<file path="config.mk">
export PLATFORM = sky130hd
export DESIGN_NAME = sdram_burst_sched
export DESIGN_NICKNAME = d
export VERILOG_FILES = /design/src/rtl/sdram_burst_sched.sv
export SDC_FILE = /design/constraint.sdc
export NUM_CORES = 1
export LEC_CHECK = 0
export CAP_MARGIN = 20
export CORE_ASPECT_RATIO = 1.2
export CORE_MARGIN = 3
export CORE_UTILIZATION = 43
export CTS_BUF_LIST = sky130_fd_sc_hd__clkbuf_4 sky130_fd_sc_hd__clkbuf_8 sky130_fd_sc_hd__clkbuf_16
export CTS_CLUSTER_SIZE = 16
export DETAILED_ROUTE_END_ITERATION = 10
export GPL_ROUTABILITY_DRIVEN = 0
export PLACE_DENSITY = 0.76
export SYNTH_ARGS = -nofsm -noshare
export SYNTH_HDL_FRONTEND = slang
export SYNTH_SLANG_ARGS = --single-unit
</file>
<file path="constraint.sdc">
create_clock -name i_sclk -period 2.84 [get_ports i_sclk]
set_input_delay 0.284 -clock i_sclk [delete_from_list [all_inputs] [get_ports i_sclk]]
set_output_delay 0.284 -clock i_sclk [all_outputs]
set_load 0.02 [all_outputs]
</file>
<file path="src/rtl/sdram_burst_sched.sv">
// sdram_burst_sched: SDRAM-side burst scheduler between a write/read FIFO pair and the SDRAM command core
// Ports:
//   i_sclk, i_s_rst        clock, asynchronous active-high reset
//   i_wr_trig, i_rd_trig   wfifo holds a burst / rfifo has room for a burst (levels)
//   o_wfifo_rd_en, i_wfifo_rd_data   wfifo read strobe and data (data 1 cycle after strobe)
//   o_rfifo_wr_en, o_rfifo_wr_data   rfifo write strobe and data
//   o_cmd_req, o_cmd_wr, o_cmd_addr, i_cmd_ack   burst request handshake to the core
//   i_wdata_req, o_wdata   core write-data request and data
//   i_rdata_vld, i_rdata   core read data
//   i_cmd_done             burst finished pulse
//   o_avail                written-but-unread bursts in the ring
module sdram_burst_sched #(
  parameter int BURST_LEN     = 256,
  parameter int ADDR_W        = 24,
  parameter int BASE_ADDR     = 0,
  parameter int REGION_BURSTS = 16
) (
  input  logic                               i_sclk,
  input  logic                               i_s_rst,
  input  logic                               i_wr_trig,
  input  logic                               i_rd_trig,
  output logic                               o_wfifo_rd_en,
  input  logic [15:0]                        i_wfifo_rd_data,
  output logic                               o_rfifo_wr_en,
  output logic [15:0]                        o_rfifo_wr_data,
  output logic                               o_cmd_req,
  output logic                               o_cmd_wr,
  output logic [ADDR_W-1:0]                  o_cmd_addr,
  input  logic                               i_cmd_ack,
  input  logic                               i_wdata_req,
  output logic [15:0]                        o_wdata,
  input  logic                               i_rdata_vld,
  input  logic [15:0]                        i_rdata,
  input  logic                               i_cmd_done,
  output logic [$clog2(REGION_BURSTS):0]     o_avail
);
  localparam int PW  = $clog2(REGION_BURSTS);
  localparam int AVW = PW + 1;
  localparam int CW  = $clog2(BURST_LEN) + 1;
  typedef enum logic [2:0] {IDLE, WR_REQ, WR_RUN, RD_REQ, RD_RUN} state_t;
  state_t          r_state;
  logic [PW-1:0]   r_wr_ptr, r_rd_ptr;
  logic [CW-1:0]   r_wcnt;
  logic            r_prio_rd;
  logic            w_wr_ok, w_rd_ok, w_pick_wr;
  logic [ADDR_W-1:0] w_wr_addr, w_rd_addr;
  logic [PW-1:0]   w_wr_nxt, w_rd_nxt;
  assign w_wr_ok   = i_wr_trig && (o_avail < AVW'(REGION_BURSTS));
  assign w_rd_ok   = i_rd_trig && (o_avail != '0);
  // r_prio_rd is set after a write is served, so reads win the next tie
  assign w_pick_wr = w_wr_ok && (!w_rd_ok || !r_prio_rd);
  assign w_wr_addr = ADDR_W'(BASE_ADDR) + ADDR_W'(r_wr_ptr) * ADDR_W'(BURST_LEN);
  assign w_rd_addr = ADDR_W'(BASE_ADDR) + ADDR_W'(r_rd_ptr) * ADDR_W'(BURST_LEN);
  assign w_wr_nxt  = (r_wr_ptr == PW'(REGION_BURSTS - 1)) ? '0 : r_wr_ptr + 1'b1;
  assign w_rd_nxt  = (r_rd_ptr == PW'(REGION_BURSTS - 1)) ? '0 : r_rd_ptr + 1'b1;
  // the strobe cap keeps surplus core requests from over-reading the wfifo
  assign o_wfifo_rd_en = (r_state == WR_RUN) && i_wdata_req && (r_wcnt < CW'(BURST_LEN));
  assign o_wdata       = i_wfifo_rd_data;
  always_ff @(posedge i_sclk or posedge i_s_rst) begin
    if (i_s_rst) begin
      r_state         <= IDLE;
      r_wr_ptr        <= '0;
      r_rd_ptr        <= '0;
      r_wcnt          <= '0;
      r_prio_rd       <= 1'b0;
      o_avail         <= '0;
      o_cmd_req       <= 1'b0;
      o_cmd_wr        <= 1'b0;
      o_cmd_addr      <= '0;
      o_rfifo_wr_en   <= 1'b0;
      o_rfifo_wr_data <= '0;
    end else begin
      o_rfifo_wr_en <= (r_state == RD_RUN) && i_rdata_vld;
      if ((r_state == RD_RUN) && i_rdata_vld) o_rfifo_wr_data <= i_rdata;
      case (r_state)
        IDLE: begin
          r_wcnt <= '0;
          if (w_wr_ok || w_rd_ok) begin
            r_state    <= w_pick_wr ? WR_REQ : RD_REQ;
            o_cmd_req  <= 1'b1;
            o_cmd_wr   <= w_pick_wr;
            o_cmd_addr <= w_pick_wr ? w_wr_addr : w_rd_addr;
          end
        end
        WR_REQ, RD_REQ: begin
          if (i_cmd_ack) begin
            o_cmd_req <= 1'b0;
            r_state   <= (r_state == WR_REQ) ? WR_RUN : RD_RUN;
          end
        end
        WR_RUN: begin
          if (o_wfifo_rd_en) r_wcnt <= r_wcnt + 1'b1;
          if (i_cmd_done) begin
            r_state   <= IDLE;
            r_wr_ptr  <= w_wr_nxt;
            o_avail   <= o_avail + 1'b1;
            r_prio_rd <= 1'b1;
          end
        end
        RD_RUN: begin
          if (i_cmd_done) begin
            r_state   <= IDLE;
            r_rd_ptr  <= w_rd_nxt;
            o_avail   <= o_avail - 1'b1;
            r_prio_rd <= 1'b0;
          end
        end
        default: r_state <= IDLE;
      endcase
    end
  end
endmodule

</file>
==> flow_summary.ini, run 1 <==
[status]
status = completed

[critical_path]
critical_path.startpoint_type = flop
worst-path-buf-inv = 1
cpMaxStageDelayCell = sky130_fd_sc_hd__clkdlybuf4s50_1
crit_fanout = 10
critical-path-top-delay-family = simple AND/OR/NAND/NOR gates
critical_path.max_stage_delay_ps = 690
critical_path.endpoint_type = output port
setup.worst_path.start = r_state[2]$_DFFE_PP0P_
worst-endpoint-required_ps = 2560
criticalPathCategory = flop to output port
crit_chain = or2_0, nor3_1, clkdlybuf4s50_1
arrival_ps = 2290
timing.rr.start = r_state[1]$_DFFE_PP0P_

[global_routing]
grt_use_total_pct = 14.2
grt_first_pass_wirelength_um = 7910
first_global_vias = 1677
gr-total-overflow = 0
grt_antenna_before_repair = 0
grt_start_max_net_pins = 33

[routing]
post_route_antenna_net_violation_count = 0
viasPerCell = 4.95
drt_iter0_markers = 34
wl_per_cell_um = 13.5
detailed_route_wl_um = 4740
drt_pre_antenna_iters = 4
drcViolationCount = 0
route.vias.total = 1736

[finish]
seqCellArea_um2 = 1230
layout-area-overhead-vs-synth_pct = 19.6
multi_input_area_um2 = 1070
layout.filler_cells = 519
post_route_cells_drive_above_1_share_pct = 14.4
mostFrequentLayoutCell = sky130_fd_sc_hd__clkdlybuf4s50_1
nNetsFinal = 317
num_antenna_cells = 0
mostFrequentLayoutCells = sky130_fd_sc_hd__clkdlybuf4s50_1, sky130_fd_sc_hd__dfrtp_1, sky130_fd_sc_hd__conb_1, sky130_fd_sc_hd__mux2_2, sky130_fd_sc_hd__nand2_1

[synthesis]
synth-warning-count = 0
synth-seq-cells = 49
post_synth_instance_area_um2 = 2570
netlist_top_cells_area = sky130_fd_sc_hd__dfrtp_1, sky130_fd_sc_hd__buf_4, sky130_fd_sc_hd__mux2_2
synthesis.instances = 232
synth_ff_type = sky130_fd_sc_hd__dfrtp_1
synth_enable_flop_cells = 0
async_reset_ff_share_pct = 100
post-synth-top-area-cell = sky130_fd_sc_hd__dfrtp_1
synth_top_area_share_pct = 47.7
sequential_element_share_of_the_synthesized_area_pct = 47.7
syn-mean-instance-area_um2 = 11.1
synth_cell_types = 44

[clock_tree]
postCtsSetupRepairBufs = 0
worst_setup_hold_path_clk_slew_ps = 90
cts-root-to-sink-buffers = 2
cts-htree-levels = 2
cts_sinks = 49
clock_tree_from_tritoncts = built
cts_resized = 0
cts_buffers = 5
clock_insertion_delay_worst_skew_ps = 300
clk_tree_root_cell = sky130_fd_sc_hd__clkbuf_8
cts_hold_buffers = 0

[power_and_ir_drop]
power-per-cell-area_nw_per_um2 = 945
comb_power_share_pct = 43.9
power.clock.fraction_pct = 15.7
netSwitchingPower_mw = 1.10
internal_power_mw = 1.80
max-vdd-ir-drop_uv = 450
pwr-share-seq_pct = 40.4
total_power_mw = 2.91
p_leak_nw = 1.38
netSwitchingFraction_pct = 38.0

[min_path]
hold_path.class = input pin to asynchronous set/reset pin

[sta]
timing.final.crit_share_pct = 90.6
min_period_ps = 2570
max-slew-margin-rel_pct = 53.4
clock.fmax_mhz = 389
finalSetupTns_ps = 0
count_of_final_max_slew_check_failures = 0
finalClockSkew_ps = 8.05
grt_setup_unrepaired = no
final.setup.worst_slack_ps = 268
setup_viol_count_final = 0
timing_worst_slew_pin_value_ps = 681
finalHoldViolations = 0

[die]
design.die.area_um2 = 6950
die_height_um = 90.7
io-pin-count = 105
floorplan.initialDensity_pct = 44.8
floorplan.die.width_um = 76.6
core_box_area_um2 = 5740
placement_rows = 30

[place]
port-buffer-count = 52
estimated_wirelength_of_the_detail_placed_design_um = 3510
detailedPlace.worstSlack_ps = 581

[run]
cap_violations = 0
## worst reg2reg max path, cell delays in order, from the launching register on
cell and delay (ps):
sky130_fd_sc_hd__dfrtp_1 580, sky130_fd_sc_hd__nor3b_2 520, sky130_fd_sc_hd__ha_1 320, sky130_fd_sc_hd__a21o_2 200, sky130_fd_sc_hd__a21oi_1 210, sky130_fd_sc_hd__xnor2_1 90, sky130_fd_sc_hd__mux2_2 260
## kinds of logic after synthesis
group,after synthesis,share of synthesized area (%)
xor gates and xnor gates,14,4.77
adders and majority gates,7,3.70
DFF,49,47.7
other,1,0.146
muxes,24,10.3
buffers and inverters,50,13.4
AOI/OAI and AO/OA,35,9.29
and+or+nand+nor,52,10.8
## sequential cells by signal (all words and copies together) (netlist names)
register and cells:
o_rfifo_wr_data 16, o_avail 5, o_cmd_addr 4, r_wcnt 9, r_prio_rd 1, o_cmd_wr 1
o_rfifo_wr_en 1, r_rd_ptr 4, r_wr_ptr 4, o_cmd_req 1, r_state 3
## path summary, 6_finish.rpt
check | end | slack, ps | cells after the start
hold / removal | r_wcnt[1]$_DFFE_PP0P_ | 410 | 2
hold reg to reg | r_prio_rd$_DFFE_PP0P_ | 490 | 2
min in group i_sclk | r_prio_rd$_DFFE_PP0P_ | 490 | 2
setup reg to reg | o_avail[3]$_DFFE_PP0P_ | 540 | 6
setup / recovery | o_wfifo_rd_en | 270 | 3
max in group asynchronous | o_avail[0]$_DFFE_PP0P_ | 1840 | 3
## cells in the mapped netlist, types with 2 or more instances
cell	number
sky130_fd_sc_hd__o21ai_0	5
sky130_fd_sc_hd__mux2i_1	5
sky130_fd_sc_hd__ha_1	6
sky130_fd_sc_hd__inv_1	6
sky130_fd_sc_hd__dfrtp_1	49
sky130_fd_sc_hd__a2111oi_0	2
sky130_fd_sc_hd__o31ai_1	3
sky130_fd_sc_hd__nand4_1	2
sky130_fd_sc_hd__nor2_1	11
sky130_fd_sc_hd__nand2b_1	2
sky130_fd_sc_hd__nor3b_2	2
sky130_fd_sc_hd__xnor2_1	9
sky130_fd_sc_hd__buf_4	38
sky130_fd_sc_hd__nand2_1	17
sky130_fd_sc_hd__o21ai_1	4
sky130_fd_sc_hd__nand3_1	8
sky130_fd_sc_hd__xor2_1	5
sky130_fd_sc_hd__a21o_1	3
sky130_fd_sc_hd__a311oi_1	2
sky130_fd_sc_hd__a21oi_1	7
sky130_fd_sc_hd__buf_2	5
sky130_fd_sc_hd__mux2_2	19
## power by group through the flow
stage	sequential (mW)	combinational (mW)	clock (mW)
detailed placement	1.19	1.29	0
global placement	1.18	1.26	0
finish	1.18	1.28	0.457
CTS	1.18	1.29	0.478
floorplan	1.30	0.718	0
global route	1.22	1.39	0.499
## metal layers
metal	share of wire [%]	track usage, %	vias up
met5	0	0	-
met4	1.6	5.74	0
met3	6.7	4.59	7
met2	50	24.6	65
met1	42	16.0	837
li1	-	-	827
## through the flow
stage / std cells / hold slack [ps] / cell area (µm²) / util (%)
after global placement: 343 / 465 / 2970 / 51.8
final: 351 / 407 / 3080 / 53.6
after global routing: 351 / 468 / 3080 / 53.6
after CTS: 351 / 430 / 3080 / 53.6
after floorplan: 251 / 392 / 2640 / -
after detailed placement: 343 / 466 / 2970 / 51.8
## layout make-up
class	count	share of cell area, %
Timing Repair Buffer	56	17.9
Tap cell	80	3.25
Multi-Input combinational cell	152	34.9
Sequential cell	49	39.8
Inverter	6	0.732
Clock inverter	1	0.285
Clock buffer	7	3.13
Note: power is estimated with default switching activity, not from simulation.
==> run 2, diff against run 1 <==
SLEW_MARGIN = 20   (was not set)
==> results of run 2 <==
Same layout as run 1: the final DEF is identical, and so are final timing and power.
==> variant 1: new RTL, flow settings as in run 1 <==
The parameter `BURST_LEN` goes from 256 to 128.
--- a/src/rtl/sdram_burst_sched.sv
+++ b/src/rtl/sdram_burst_sched.sv
@@ -10,7 +10,7 @@
 //   i_cmd_done             burst finished pulse
 //   o_avail                written-but-unread bursts in the ring
 module sdram_burst_sched #(
-  parameter int BURST_LEN     = 256,
+  parameter int BURST_LEN     = 128,
   parameter int ADDR_W        = 24,
   parameter int BASE_ADDR     = 0,
   parameter int REGION_BURSTS = 16
Formal check against the unedited RTL: not equivalent (Yosys sat finds a counterexample within 10 cycles, from zero or initial values and one cycle with i_s_rst high).
==> variant 1 against run 1 <==
Register-to-register slack improved by 0.20 ns; worst setup slack better by 0.34 ns; critical path depth is 2 higher; worst hold slack worse by 0.12 ns; sequential cell count down 1; total power up 4.2%; non-clock buffer count grew 1; area after synthesis grew 0.63%; wire length decreased by 5.5%; design area rose by 0.61%; maximum frequency is 15% higher; core utilization rose by 0.33 points; combinational power rose by 8%; critical path type unchanged; largest cell class unchanged.
==> variant 1: results (changes against run 1) <==
| Metric | Value |
|---|---|
| Post-synth top cells | 48 x dfrtp_1, 39 x buf_4, 13 x nor2_1 |
| First-pass detailed-route iteration total | 4 (unchanged) |
| Yosys cell types | 44 (unchanged) |
| Seq area share | 38.8% (-1.0 points) |
| Worst-case clock skew | 0.00585 ns (-0.00220 ns) |
| Register-to-register setup slack | 0.74 ns (+0.20 ns) |
| CP Launch Point | r_state[0]$_DFFE_PP0P_ |
| GRT Resource Usage Total | 13.2% (-0.98 points) |
| Crit path DAT | 1.95 ns (-0.34 ns) |
| Repair and plain buffers | 57 (+1.8%) |
| Largest regs | o_rfifo_wr_data x16, r_wcnt x8, o_avail x5 |
| Internal | 1890 µW (+5.0%) |
| Met3 routed WL | 395 µm (+24%) |
| Peak supply drop | 0.000597 V (+33%) |
| Vias in the first global route | 1625 (-3.1%) |
| Post-CTS setup buffers | 0 (unchanged) |
| Clock buf/inv share | 3.60% (+0.18 points) |
| Initial drt markers | 41 (+21%) |
| Inverters | 7 (+1) |
| M1 WL | 1880 µm (-5.1%) |
| Worst path max stage delay | 0.59 ns (-0.10 ns) |
| Layout cells sized above 1 | 12.4% (-2.0 points) |
| Compound-cell area share of the yosys netlist | 9.62% (+0.33 points) |
| Kind of cell adding the most delay to the critical path | buffers and inverters |
| Met2 wire length | 2150 µm (-9.1%) |
| Clock Power | 488 µW (+6.8%) |
| LEAKAGE | 0.00138 µW (-0.58%) |
| Average via count per standard cell | 4.85 (-2.0%) |
| Final non-clock buffer share | 18.0% (+0.13 points) |
| HPWL after detailed placement | 3360 µm (-4.2%) |
| Worst reg2reg path endpoint | o_avail[4]$_DFFE_PP0P_ |
| Ranking of synthesized cells by area | dfrtp_1 46%, buf_4 11%, mux2_2 5.2% |
| Post-Route WL | 4480 µm (-5.5%) |
| Largest net degree at the start of global routing | 31 (-6.1%) |
| Nets | 312 (-1.6%) |
| FFs & Latches | 48 (-2.0%) |
| Status | completed |
| Multi-input comb cells | 146 (-3.9%) |
| First-pass GRT wire length | 7490 µm (-5.3%) |
| Register area share after synthesis | 46.4% (-1.3 points) |
| Layout fillers | 524 (+0.96%) |
| Flop pwr share | 38.3% (-2.1 points) |
| Hold slack | 0.292 ns (-0.115 ns) |
| Most frequent cell after synthesis | dfrtp_1 |
| Proportion of synthesized area in mux cells | 11.5% (+1.2 points) |
[variant 1: worst reg2reg max path, delay by kind of cell, from the launching register on]
kind	cells	cell delay [ns]
compound gates	2	0.32
xor+xnor	1	0.15
fa+ha+maj	1	0.35
flops	1	0.51
mux	1	0.23
simple gates	1	0.47
[variant 1: cell families (layout without fill, tap and decap cells)]
kind of cell             Yosys count  after routing
XOR/XNOR                          13             13
buffers and inverters             51             72
flip-flops                        48             48
AO/OA/AOI/OAI                     33             33
other                              1             20
adder cells (fa/ha/maj)            7              7
AND/OR/NAND/NOR                   46             46
multiplexers                      27             27
[variant 1: per-stage QoR]
stage | instances | worst slack (ns) | cell area [µm²]
floorplan | 245 | 0.928 | 2660
global placement | 338 | 0.727 | 2990
detailed placement | 338 | 0.709 | 2990
CTS | 346 | 0.584 | 3100
global route | 346 | 0.483 | 3100
finish | 346 | 0.606 | 3100
[variant 1: layer usage]
layer,track usage [%],up-vias
met3,5.26,6
met1,15.8,798
met5,0,-
met4,3.78,0
met2,21.9,74
li1,-,799
==> variant 2: new RTL, config.mk and constraints of run 1 <==
Made on the original files. Reset style: synchronous (`i_s_rst`), changed in one clocked block. Comments in the files are not updated.
--- a/src/rtl/sdram_burst_sched.sv
+++ b/src/rtl/sdram_burst_sched.sv
@@ -56,7 +56,7 @@
   // the strobe cap keeps surplus core requests from over-reading the wfifo
   assign o_wfifo_rd_en = (r_state == WR_RUN) && i_wdata_req && (r_wcnt < CW'(BURST_LEN));
   assign o_wdata       = i_wfifo_rd_data;
-  always_ff @(posedge i_sclk or posedge i_s_rst) begin
+  always_ff @(posedge i_sclk) begin
     if (i_s_rst) begin
       r_state         <= IDLE;
       r_wr_ptr        <= '0;
Check against the original RTL: differs if i_s_rst is asserted again (counterexample within 4 cycles, from zero or initial values and one cycle with i_s_rst high); with i_s_rst held inactive, the same outputs for 10 cycles.
==> variant 2 against run 1 <==
Wire length rose by 11%; worst setup slack improved by 0.18 ns; synthesized cell count grew 31%; die area decreased by 1.1%; sequential share of layout area decreased by 7.4 points; via count grew 19%; clock skew increased by 0.0013 ns; design area is 1.6% lower; global-route usage up 1.2 points; sequential cell count unchanged; area after synthesis fell by 1.2%; largest cell class is now multi-input gates.
Power is not compared: it rests on default switching activity, and its combinational part moved more than twofold at a synthesized area within 25%.
==> variant 2: results (changes against run 1) <==
| Metric | Value |
|---|---|
| Status | completed |
| Nets | 383 (+21%) |
| Critical register-to-register path startpoint | r_state[2]$_SDFFE_PP0P_ |
| HPWL after detailed placement | 3960 µm (+13%) |
| Multi-input comb cells | 217 (+43%) |
| Yosys cell types | 45 (+2.3%) |
| CP Launch Point | r_state[1]$_SDFFE_PP0P_ |
| Worst path max stage delay | 0.66 ns (-0.03 ns) |
| DP Worst Slack | 0.762 ns (+0.181 ns) |
| Layout cells sized above 1 | 6.25% (-8.1 points) |
| Clock buf/inv share | 3.43% (+0.015 points) |
| Worst reg2reg path endpoint | o_avail[3]$_SDFFE_PP0P_ |
| Seq area share | 32.4% (-7.4 points) |
| Layout fillers | 536 (+3.3%) |
| Vias in the first global route | 1945 (+16%) |
| Worst-path maximum fanout | 15 (+5) |
| Clock buffers | 5 (-2) |
| Initial drt markers | 92 (+170%) |
| Kind of cell adding the most delay to the critical path | buffers and inverters |
| WL per Instance | 12.6 µm (-6.5%) |
| Post-Syn Instances | 305 (+31%) |
| Crit path DAT | 2.11 ns (-0.18 ns) |
| Register-to-register setup slack | 0.81 ns (+0.27 ns) |
| Hold WC Path Type | flip-flop to flip-flop |
| Vias | 2074 (+19%) |
==> variant 2: changes by cell type after synthesis, sizes merged, moves of 10 or more <==
cell    delta
a21oi     +26
dfxtp     +49
clkbuf    +10
dfrtp     -49
nor2      +21
mux2      -18
nand2     +26
==> variant 2: kinds of logic after synthesis <==
family                     Yosys count  share of synthesized area (%)
AOI/OAI and AO/OA                   62                           16.2
xor gates and xnor gates            10                           3.45
adders and majority gates            7                           3.74
buffers and inverters               58                           14.4
DFF                                 49                           38.6
muxes                                9                           3.59
other                                1                          0.148
and+or+nand+nor                    109                           19.8
==> variant 2: routing by layer <==
metal | share of wire, % | track usage (%) | up-vias
met3 | 7.4 | 5.41 | 8
met5 | 0 | 0 | -
met2 | 47 | 25.7 | 62
li1 | - | - | 1044
met1 | 44 | 18.1 | 960
met4 | 1.6 | 5.29 | 0
